--- src/rtl/occ_link_ctrl.sv ---
// ============================================================================
//  Module   : occ_link_ctrl
//  Purpose  : Per-lane link bring-up and supervision sequencer for one OCC
//             PHY instance. Resets the PHY receiver, waits for PHY ready,
//             requests a comma resync, waits for alignment and then declares
//             the link up. While up it watches encoding and elastic-buffer
//             errors and restarts the sequence on loss of lock or on too
//             many encoding errors inside one observation window.
//  Ports    :
//     clk_i              controller clock
//     rst_n_i            asynchronous active-low reset
//     en_i               link enable (0 forces DISABLED)
//     clr_cnt_i          synchronous clear of both diagnostic counters
//     phy_rx_rdy_i       PHY RX ready
//     phy_tx_rdy_i       PHY TX ready
//     phy_rx_synced_i    PHY comma aligned / elastic buffer synced
//     phy_rx_enc_err_i   8b10b code or disparity error this cycle
//     phy_rx_buf_err_i   elastic buffer over/underflow this cycle
//     phy_rx_rst_o       PHY RX reset, active-high
//     phy_rx_resync_o    one-cycle resync request
//     link_up_o          link usable by the packet layer
//     state_o            encoded FSM state
//     retry_cnt_o        HOLDOFF entries, saturating
//     err_cnt_o          encoding-error cycles seen in UP, saturating
//  Revision : 1.0 - initial release
// ============================================================================
`default_nettype none

module occ_link_ctrl #(
   parameter int g_RST_CYCLES    = 16,
   parameter int g_RDY_TIMEOUT   = 4096,
   parameter int g_ERR_WINDOW    = 65536,
   parameter int g_ERR_THRESHOLD = 4,
   parameter int g_HOLDOFF       = 256
) (
   input  logic        clk_i,
   input  logic        rst_n_i,
   input  logic        en_i,
   input  logic        clr_cnt_i,
   input  logic        phy_rx_rdy_i,
   input  logic        phy_tx_rdy_i,
   input  logic        phy_rx_synced_i,
   input  logic        phy_rx_enc_err_i,
   input  logic        phy_rx_buf_err_i,
   output logic        phy_rx_rst_o,
   output logic        phy_rx_resync_o,
   output logic        link_up_o,
   output logic [2:0]  state_o,
   output logic [15:0] retry_cnt_o,
   output logic [15:0] err_cnt_o
);

   // ---------------------------------------------------------------------
   // State encoding
   // ---------------------------------------------------------------------
   localparam logic [2:0] S_DISABLED  = 3'd0;
   localparam logic [2:0] S_RESET     = 3'd1;
   localparam logic [2:0] S_WAIT_RDY  = 3'd2;
   localparam logic [2:0] S_RESYNC    = 3'd3;
   localparam logic [2:0] S_WAIT_SYNC = 3'd4;
   localparam logic [2:0] S_UP        = 3'd5;
   localparam logic [2:0] S_HOLDOFF   = 3'd6;

   // One shared state timer covers every timed state, so it is sized for
   // the longest of them.
   localparam int c_TMR_MAX0 = (g_RST_CYCLES > g_RDY_TIMEOUT) ? g_RST_CYCLES : g_RDY_TIMEOUT;
   localparam int c_TMR_MAX  = (c_TMR_MAX0 > g_HOLDOFF) ? c_TMR_MAX0 : g_HOLDOFF;
   localparam int c_TMR_W    = $clog2(c_TMR_MAX + 1);

   localparam logic [c_TMR_W-1:0] c_RST_LAST  = c_TMR_W'(g_RST_CYCLES - 1);
   localparam logic [c_TMR_W-1:0] c_RDY_LAST  = c_TMR_W'(g_RDY_TIMEOUT - 1);
   localparam logic [c_TMR_W-1:0] c_HOLD_LAST = c_TMR_W'(g_HOLDOFF - 1);

   localparam int                 c_WIN_W    = $clog2(g_ERR_WINDOW);
   localparam logic [c_WIN_W-1:0] c_WIN_LAST = c_WIN_W'(g_ERR_WINDOW - 1);

   // Window count never exceeds threshold-1 while staying in UP; the
   // extra bit lets the "this cycle included" value reach the threshold.
   localparam int                  c_WCNT_W = $clog2(g_ERR_THRESHOLD + 1);
   localparam logic [c_WCNT_W:0]   c_THRESH = (c_WCNT_W + 1)'(g_ERR_THRESHOLD);

   // ---------------------------------------------------------------------
   // Registers and wires
   // ---------------------------------------------------------------------
   logic [2:0]          r_state;
   logic [2:0]          w_nxt;
   logic [c_TMR_W-1:0]  r_tmr;
   logic                w_timed;
   logic [c_WIN_W-1:0]  r_win_tmr;
   logic [c_WCNT_W-1:0] r_win_cnt;
   logic [c_WCNT_W:0]   w_win_eff;
   logic                w_win_expire;
   logic                w_stay_up;
   logic                w_hold_entry;
   logic                r_rx_rst;
   logic                r_resync;
   logic                r_link_up;
   logic [15:0]         r_retry_cnt;
   logic [15:0]         r_err_cnt;

   // Window count including an error in the current cycle; the count was
   // already zeroed at the previous window boundary, so an error in the
   // first cycle of a new window counts as one there.
   assign w_win_eff    = {1'b0, r_win_cnt} + {{c_WCNT_W{1'b0}}, phy_rx_enc_err_i};
   assign w_win_expire = (r_win_tmr == c_WIN_LAST);
   assign w_stay_up    = (r_state == S_UP) && (w_nxt == S_UP);
   assign w_hold_entry = (w_nxt == S_HOLDOFF) && (r_state != S_HOLDOFF);
   assign w_timed      = (r_state == S_RESET) || (r_state == S_WAIT_RDY) ||
                         (r_state == S_WAIT_SYNC) || (r_state == S_HOLDOFF);

   // ---------------------------------------------------------------------
   // Next-state logic
   // ---------------------------------------------------------------------
   always_comb begin
      w_nxt = r_state;
      if (!en_i) begin
         w_nxt = S_DISABLED;
      end else begin
         case (r_state)
            S_DISABLED: w_nxt = S_RESET;
            S_RESET: begin
               if (r_tmr == c_RST_LAST) w_nxt = S_WAIT_RDY;
            end
            S_WAIT_RDY: begin
               if (phy_rx_rdy_i && phy_tx_rdy_i) w_nxt = S_RESYNC;
               else if (r_tmr == c_RDY_LAST)     w_nxt = S_HOLDOFF;
            end
            S_RESYNC: w_nxt = S_WAIT_SYNC;
            S_WAIT_SYNC: begin
               if (!phy_rx_rdy_i)              w_nxt = S_HOLDOFF;
               else if (phy_rx_synced_i)       w_nxt = S_UP;
               else if (r_tmr == c_RDY_LAST)   w_nxt = S_HOLDOFF;
            end
            S_UP: begin
               if (!phy_rx_rdy_i || !phy_rx_synced_i) w_nxt = S_HOLDOFF;
               else if (phy_rx_buf_err_i)             w_nxt = S_RESYNC;
               else if (w_win_eff >= c_THRESH)        w_nxt = S_HOLDOFF;
            end
            S_HOLDOFF: begin
               if (r_tmr == c_HOLD_LAST) w_nxt = S_RESET;
            end
            default: w_nxt = S_DISABLED;
         endcase
      end
   end

   // ---------------------------------------------------------------------
   // State, timers and registered outputs
   // ---------------------------------------------------------------------
   always_ff @(posedge clk_i or negedge rst_n_i) begin
      if (!rst_n_i) begin
         r_state   <= S_DISABLED;
         r_tmr     <= '0;
         r_win_tmr <= '0;
         r_win_cnt <= '0;
         r_rx_rst  <= 1'b1;
         r_resync  <= 1'b0;
         r_link_up <= 1'b0;
      end else begin
         r_state <= w_nxt;

         // Timer restarts on every state change and only runs in timed states.
         if ((w_nxt != r_state) || !w_timed) r_tmr <= '0;
         else                                r_tmr <= r_tmr + 1'b1;

         // Error window only lives while UP is held; any exit or re-entry
         // starts a fresh window.
         if (w_stay_up) begin
            if (w_win_expire) begin
               r_win_tmr <= '0;
               r_win_cnt <= '0;
            end else begin
               r_win_tmr <= r_win_tmr + 1'b1;
               r_win_cnt <= w_win_eff[c_WCNT_W-1:0];
            end
         end else begin
            r_win_tmr <= '0;
            r_win_cnt <= '0;
         end

         // Outputs follow the state being entered so they line up with state_o.
         r_rx_rst  <= (w_nxt == S_DISABLED) || (w_nxt == S_RESET);
         r_resync  <= (w_nxt == S_RESYNC);
         r_link_up <= (w_nxt == S_UP);
      end
   end

   // ---------------------------------------------------------------------
   // Diagnostic counters (clear beats increment)
   // ---------------------------------------------------------------------
   always_ff @(posedge clk_i or negedge rst_n_i) begin
      if (!rst_n_i) begin
         r_retry_cnt <= '0;
         r_err_cnt   <= '0;
      end else if (clr_cnt_i) begin
         r_retry_cnt <= '0;
         r_err_cnt   <= '0;
      end else begin
         if (w_hold_entry && (r_retry_cnt != 16'hFFFF))
            r_retry_cnt <= r_retry_cnt + 16'd1;
         if ((r_state == S_UP) && phy_rx_enc_err_i && (r_err_cnt != 16'hFFFF))
            r_err_cnt <= r_err_cnt + 16'd1;
      end
   end

   assign phy_rx_rst_o    = r_rx_rst;
   assign phy_rx_resync_o = r_resync;
   assign link_up_o       = r_link_up;
   assign state_o         = r_state;
   assign retry_cnt_o     = r_retry_cnt;
   assign err_cnt_o       = r_err_cnt;

endmodule

`default_nettype wire

--- config.mk ---
export PLATFORM = sky130hd
export DESIGN_NAME = occ_link_ctrl
export DESIGN_NICKNAME = d
export VERILOG_FILES = /design/src/rtl/occ_link_ctrl.sv
export SDC_FILE = /design/constraint.sdc
export NUM_CORES = 1
export LEC_CHECK = 0
export ABC_AREA = 0
export CORE_UTILIZATION = 60
export CTS_BUF_LIST = sky130_fd_sc_hd__clkbuf_8
export CTS_CLUSTER_DIAMETER = 60
export DETAILED_ROUTE_END_ITERATION = 12
export MAX_ROUTING_LAYER = met4
export PLACE_DENSITY_LB_ADDON = 0.05
export SLEW_MARGIN = 20
export SYNTH_ARGS = -nofsm -noshare
export SYNTH_HDL_FRONTEND = slang
export SYNTH_SLANG_ARGS = --single-unit
--- constraint.sdc ---
create_clock -name clk_i -period 5.4 [get_ports clk_i]
set_input_delay 1.08 -clock clk_i [delete_from_list [all_inputs] [get_ports clk_i]]
set_output_delay 1.08 -clock clk_i [all_outputs]
set_load 0.02 [all_outputs]
======== Word level (Yosys, flattened, before mapping) ========
Cells that the tools add are included.
storage, ports and cells
  register bits after elaboration ......... 70
  input port bits ......................... 9
  word-level logic and storage cells ...... 72
  output and inout port bits .............. 38
cells by class
  muxes and demuxes ....................... 20
  equality and inequality tests ........... 18
  reduce and logical (&&, ||, !) cells .... 19
  add/sub/neg operators ................... 5
  order comparisons ....................... 1
operators with widths
  cell                     count
  $mux W16                 6
  $add A16 B1 Y16 const B  3
  $mux W3                  12
  $ne A16 B16 Y1 const B   2
  $pmux W3 S7              1
  $eq A16 B16 Y1 const B   1
  $eq A3 B3 Y1 const B     5
  $add A13 B1 Y13 const B  1
  $eq A13 B12 Y1 const B   1
  $eq A13 B4 Y1 const B    1
  $eq A13 B8 Y1 const B    1
  $mux W13                 1
  $eq A3 B2 Y1 const B     3
  $eq A3 B1 Y1 const B     2
  $logic_and A1 B1 Y1      6
  $logic_not A3 Y1         2
  $logic_or A1 B1 Y1       6
  $add A3 B1 Y4            1
  $ge A4 B3 Y1 const B     1
  $reduce_bool A2 Y1       2
  $logic_not A1 Y1         3
  $ne A3 B3 Y1             1
  $ne A3 B3 Y1 const B     1

======== Longest topological paths before layout ========
Gate-level depths: netlist of run 1.
  depth after elaboration ................. 12
  gate-level depth with buffers ........... 10
  depth with buffers taken out ............ 9

======== Least setup slack after synthesis of run 1 ========
OpenSTA, ideal clock, no wires.
  path type ............................... input-to-reg
  start ................................... input phy_rx_enc_err_i
  end ..................................... register r_retry_cnt[14], in the netlist retry_cnt_o[14]
  setup time .............................. 128 ps
  required time ........................... 5,272 ps
  path slack .............................. 2,494 ps
  data arrival time ....................... 2,778 ps
  buffers on the path ..................... 1
  stages .................................. 9
  cells stage by stage .................... ha_1 > ha_1 > nor2_1 > a21oi_1 > o31a_1 > nor3_2 > buf_2 > nor3b_1 > mux2_1
between the ends
  longest elaborated chain between the ends .. 11
RTL lines
  what                          RTL line  text
  from (decl)                   43        input logic phy_rx_enc_err_i,
  $add A3 B1 Y4                 104       assign w_win_eff = {1'b0, r_win_cnt} + {{c_WCNT_W{1'b0}}, phy_rx_enc_err_i};
  $ge A4 B3 Y1                  137       else if (w_win_eff >= c_THRESH) w_nxt = S_HOLDOFF;
  $mux W3                       137
  $mux W3                       136       else if (phy_rx_buf_err_i) w_nxt = S_RESYNC;
  $mux W3                       135       if (!phy_rx_rdy_i || !phy_rx_synced_i) w_nxt = S_HOLDOFF;
  $pmux W3 S7                   119       case (r_state)
  $mux W3                       116       if (!en_i) begin
  $eq A3 B3 Y1                  107       assign w_hold_entry = (w_nxt == S_HOLDOFF) && (r_state != S_HOLDOFF);
  $logic_and A1 B1 Y1           107
  $logic_and A1 B1 Y1           199       if (w_hold_entry && (r_retry_cnt != 16'hFFFF))
  $reduce_bool A2 Y1 (no line)  -
  to (signal assigned)          200       r_retry_cnt <= r_retry_cnt + 16'd1;
  to (decl)                     98        logic [15:0] r_retry_cnt;
No other way between the ends.
A chain may end at the register's enable or synchronous reset.

======== Worst setup path in the final report of run 1 ========
Ends and elaborated chain as after synthesis.

==> results of run 1 <==
## cells in the final DEF, fill, tap and decap left out, types with 10 or more instances in the layout
cell type and n:
or3_1 10, nand3_1 23, o31ai_1 10, xnor2_1 14, a21oi_1 30, inv_1 14
o21ai_0 10, clkbuf_8 10, dfrtp_1 69, xor2_1 14, nor2_1 53, nand2_1 25
clkdlybuf4s50_1 45, nand4_1 17
## power by group
part / switching [uW] / internal (uW)
Combinational: 23.3 / 10.2
Clock: 203 / 224
Sequential: 2.17 / 525
Total: 228 / 760
## final timing paths
| kind | endpoint | slack (ns) | cells past startpoint |
|---|---|---|---|
| worst max-delay path | retry_cnt_o[14]$_DFFE_PN0P_ | 1.96 | 9 |
| worst max register to register | retry_cnt_o[14]$_DFFE_PN0P_ | 2.39 | 6 |
| worst min register to register | r_win_tmr[0]$_DFF_PN0_ | 0.45 | 1 |
| worst min-delay path | r_win_tmr[0]$_DFF_PN0_ | 0.45 | 1 |
| min in group asynchronous | retry_cnt_o[3]$_DFFE_PN0P_ | 0.91 | 2 |
| max in group asynchronous | retry_cnt_o[10]$_DFFE_PN0P_ | 3.89 | 2 |
## per-stage QoR
stage               power, uW  worst slack, ns  instance area (sq um)
global placement        571.3            1.699                   4250
CTS                     994.6            1.972                   4449
finish                  987.8            1.957                   4454
global route             1022            1.777                   4454
detailed placement      571.9            1.600                   4250
floorplan               550.3            2.494                   3724
## routing by layer
layer	vias up	GRT usage (%)
li1	1535	-
met1	1570	34.09
met2	70	44.66
met3	9	4.831
met4	0	12.14
met5	-	-
## flip-flops by register name, summed over array words and instances (netlist names)
name	flops
err_cnt_o	16
link_up_o	1
phy_rx_resync_o	1
phy_rx_rst_o	1
r_tmr	13
r_win_cnt	3
r_win_tmr	16
retry_cnt_o	16
state_o	3
## final cells by class
| cell class | instances | area share [%] |
|---|---|---|
| Clock inverter | 6 | 1.376 |
| Timing Repair Buffer | 49 | 10.73 |
| Clock buffer | 10 | 3.090 |
| Inverter | 14 | 1.180 |
| Sequential cell | 70 | 39.35 |
| Multi-Input combinational cell | 301 | 42.16 |
| Tap cell | 75 | 2.107 |
## worst max-delay path: stages
cell             delay, ns
clkdlybuf4s50_1       0.50
ha_1                  0.18
ha_1                  0.16
and2_1                0.12
a21oi_1               0.08
o31a_1                0.30
nor3_2                0.79
nor3b_1               0.12
mux2_1                0.35
## logic make-up (layout without fill, tap and decap cells)
logic type	Yosys count	count (layout)	share of synthesized area [%]
other cells	1	1	0.1007
fa+ha+maj	6	6	2.016
buf+inv	25	79	2.621
mux	8	8	2.386
flops	70	70	47.08
compound gates	71	71	12.40
simple gates	187	187	26.81
xor+xnor	28	28	6.586
==> impl_metrics.tcl, run 1 <==
set metrics [dict create \
    status "finished clean" \
    grt-ovfl-total 0 \
    antenna_cells 0 \
    crit_path_end_kind "register" \
    seq_area_frac_synth_pct 47.08 \
    final_util_pct 74.79 \
    hold_viol 0 \
    ios 47 \
    fillers 449 \
    tightest_slew_ns 0.9689 \
    crit_path_start_kind "primary input" \
    clk_path_buf_depth 2 \
    fin_crit_ns 3.443 \
    crit_type "in2reg" \
    drtPass1Iterations 4 \
    clock.fmax_mhz 290.4 \
    areaGrowthSynthToFinish_pct 19.62 \
    hpwl_um 5480 \
    wl_per_cell_um 15.24 \
    slew_headroom_pct 35.05 \
    setup_viol 0 \
    core_area_sq_um 5956 \
    synth_nets 411 \
    seqCellArea_sq_um 1753 \
    yosys_warnings 0 \
    synth-edff-count 0 \
    cts_tree "done" \
    wl_met1_um 3570 \
    gp_congestion 0.9385 \
    syn_area_sq_um 3724 \
    synth_cell_types 53 \
    htreeDepth 3 \
    instances_no_fill 525 \
    drv_slew 0 \
    row_count 28 \
    top_layer "met4" \
    place_inst 509 \
    multi_input_area_sq_um 1878 \
    power_density_nw_per_um2 221.8 \
    leakage_uw 0.001733 \
    rsz0062_at_grt "no" \
    port_buffers 46 \
    synth.most_common_cell "dfrtp_1" \
    drive_above_1_share_pct 8.000 \
    postCtsHoldBufs 0 \
    grt_usage_pct 27.61 \
    grt_start_max_net_pins 71 \
    clk_transition_reported_paths_ns 0.08 \
    dieArea_sq_um 6525 \
    synthArstFlopShare_pct 100.0 \
    synth_flop_cell "dfrtp_1" \
    timing.hold.ws_ns 0.4521 \
    clock_latency_ns 0.35 \
    arrival_ns 3.68 \
    ant_nets 0 \
    drc 0 \
    r2r_start "r_tmr[10]$_DFF_PN0_" \
    hold_path_class "reg2reg" \
    crit_fanout 18 \
    synth_common_cells "dfrtp_1 (69), nor2_1 (53), a21oi_1 (30), nand2_1 (25), nand3_1 (23)" \
    ys_ff_latch 70 \
    cts-resized-gates 0 \
    ys_top_cells_by_area "dfrtp_1 (46%), nor2_1 (5.3%), a21oi_1 (4.0%), xnor2_1 (3.3%), xor2_1 (3.3%)" \
    grt_pass1_wl_um 13390 \
    post-cts-setup-buffer-count 0 \
    min_from "r_win_tmr[0]$_DFF_PN0_" \
    numCtsBuffers 9 \
    startpoint "phy_rx_enc_err_i" \
    netlist.top_cell.by_area "dfrtp_1" \
    drtIter0Drc 205 \
    antenna_found_initial 0 \
    syn_inst 396 \
    final_nets 460 \
    vias 3184 \
    cap_violations 0 \
    wl_met3_um 314 \
    die_h_um 80.78 \
    fin_crit_sh_pct 63.76 \
    fp.dieW_um 80.78 \
    syn_avg_cell_area_sq_um 9.403 \
    ir_drop_v 0.0002126 \
    post_drt_via_cell_ratio 6.065 \
    final.setup_skew_ns 0.008305 \
    cp.required_ns 5.64 \
    start_util_pct 62.52 \
    cts.sinks 70 \
    yosys.area.top_type_share_pct 46.37 \
    setup-tns-final_ns 0 \
    grt_pass1_vias 3004 \
    ctsRootBufferMaster "clkbuf_8" \
    wl_met2_um 4037 \
    drt-total-wl_um 8001 \
]
Power figures use the tool's default switching activity.
==> run 2: changes to the inputs <==
CORE_UTILIZATION = 57   (was 60)
clock period = 3.3 ns   (was 5.4 ns; I/O delays follow)
==> run 2 against run 1 <==
Non-clock buffer count is 4 higher. Largest power group unchanged. Combinational power grew 72%. Register-to-register slack got worse by 1.9 ns.
==> impl_metrics.tcl, run 2 (same netlist as run 1, synthesis figures left out) <==
set metrics [dict create \
    post-cts-setup-buffer-count 0 \
    drt-total-wl_um 7914 \
    cap_violations 0 \
    rsz0062_at_grt "no" \
    hold_path_class "in2async" \
    clock_latency_ns 0.35 \
    cts_tree "done" \
    most-common-layout-cells "dfrtp_1 (69), nor2_1 (53), clkdlybuf4s50_1 (45), a21oi_1 (30), nand2_1 (25)" \
    vias 3162 \
    clk_transition_reported_paths_ns 0.08 \
    antenna_cells 0 \
    reg2reg_slack_ns 0.53 \
    wl_per_cell_um 14.90 \
    gp_congestion 0.9320 \
    die_h_um 82.83 \
    cts.sinks 70 \
    path_cells "clkdlybuf4s50_1 -> ha_1 -> ha_1 -> and2_1 -> a21oi_1 -> o31a_1 -> o31ai_2 -> nor4_1 -> mux2_1" \
    power_density_nw_per_um2 358.9 \
    drv_slew 0 \
    layout_commonest_cell "dfrtp_1" \
    fp.dieW_um 82.83 \
    crit_fanout 9 \
    grt-ovfl-total 0 \
    numCtsBuffers 9 \
    path_delay_family "compound AO/OA/AOI/OAI gates" \
    final.setup_skew_ns 0.009941 \
    crit_path_start_kind "primary input" \
    grt_usage_pct 25.25 \
    max_stage_delay_ns 0.54 \
    drtPass1Iterations 5 \
    crit_top_cell "ha_1" \
    post_drt_via_cell_ratio 5.955 \
    dieArea_sq_um 6860 \
    htreeDepth 3 \
    tightest_slew_ns 1.017 \
    grt_start_max_net_pins 42 \
    core_area_sq_um 6314 \
    drive_above_1_share_pct 8.590 \
    drtIter0Drc 154 \
    setup_viol 0 \
    grtUsageMet2_pct 39.49 \
    setup-tns-final_ns 0 \
    ios 47 \
    ant_nets 0 \
    cp_slowest_cell "o31ai_2" \
    ctsRootBufferMaster "clkbuf_8" \
    postCtsHoldBufs 0 \
    reg2regPathDepth 6 \
    antenna_found_initial 0 \
    start_util_pct 58.98 \
    path_buf_inv 1 \
    grt_pass1_vias 3008 \
    areaGrowthSynthToFinish_pct 20.63 \
    grt-busiest-layer "met2" \
    hold_viol 0 \
    fin_crit_sh_pct 84.48 \
    hpwl_um 5472 \
    r2r-end "retry_cnt_o[2]$_DFFE_PN0P_" \
    grt_pass1_wl_um 13760 \
    arrival_ns 3.02 \
    crit_type "in2reg" \
    r2r_start "r_tmr[5]$_DFF_PN0_" \
    leakage_uw 0.001748 \
    crit_path_end_kind "register" \
    status "finished clean" \
    cp.required_ns 3.53 \
    fin_crit_ns 2.788 \
    slew_headroom_pct 31.31 \
    cts-resized-gates 0 \
    final_nets 464 \
    clk_path_buf_depth 2 \
    drc 0 \
    ir_drop_v 0.0002746 \
    clock.fmax_mhz 358.7 \
    grtUsageMet3_pct 3.976 \
    final_util_pct 71.15 \
    port_buffers 46 \
    grt_use_met1_pct 32.78 \
    row_count 29 \
]
==> run 2: changes by cell type in the layout (fill, tap and decap cells not counted), sizes merged <==
cell and delta:
buf +4, clkbuf -1, clkinv -1, clkinvlp +1
inv +1
==> run 2: cell type report <==
| type | count | area [sq um] |
|---|---|---|
| timing repair buffer | 53 | 520.5 |
| multi-input combinational | 301 | 1873 |
| fill | 482 | 1822 |
| clock inverter | 7 | 72.57 |
| clock buffer | 9 | 123.9 |
| tap | 77 | 96.34 |
| sequential | 70 | 1753 |
| inverter | 14 | 52.55 |
==> run 2: routing by layer <==
metal,vias to the layer above,routed length [um]
li1,1552,-
met1,1527,3704
met2,68,3813
met3,15,251
met4,0,145
met5,-,0
==> run 2: per-stage QoR <==
stage / cells / hold WS [ns] / total power, uW / cell area [sq um] / worst slack (ns)
4_1_cts: 531 / 0.3732 / 1633 / 4492 / 0.5266
6_report: 531 / 0.3540 / 1612 / 4492 / 0.5121
3_5_place_dp: 515 / 0.4444 / 938.4 / 4295 / 0.1767
2_1_floorplan: 396 / 0.3644 / 900.4 / 3724 / 0.7413
3_3_place_gp: 515 / 0.4341 / 938.0 / 4295 / 0.1792
5_1_grt: 531 / 0.4038 / 1674 / 4492 / 0.3109
==> run 2: how the worst max path moves through the flow <==
| stage | depth (start not counted) | slack, ns | start | to |
|---|---|---|---|---|
| floorplan | 6 | 0.74 | r_tmr[5]$_DFF_PN0_ | retry_cnt_o[2]$_DFFE_PN0P_ |
| global placement | 9 | 0.18 | phy_rx_enc_err_i | retry_cnt_o[3]$_DFFE_PN0P_ |
| detailed placement | 9 | 0.18 | phy_rx_enc_err_i | retry_cnt_o[3]$_DFFE_PN0P_ |
| CTS | 7 | 0.53 | r_tmr[5]$_DFF_PN0_ | retry_cnt_o[8]$_DFFE_PN0P_ |
| global route | 9 | 0.31 | phy_rx_enc_err_i | retry_cnt_o[5]$_DFFE_PN0P_ |
| finish | 9 | 0.51 | phy_rx_enc_err_i | retry_cnt_o[3]$_DFFE_PN0P_ |
==> run 2: report_power, final <==
| part | switching, uW | leakage [uW] | internal [uW] |
|---|---|---|---|
| sequential | 3.61 | 0.000969 | 859 |
| combinational | 38.9 | 0.000683 | 18.5 |
| clock | 342 | 0.0000956 | 350 |
| total | 384 | 0.00175 | 1230 |
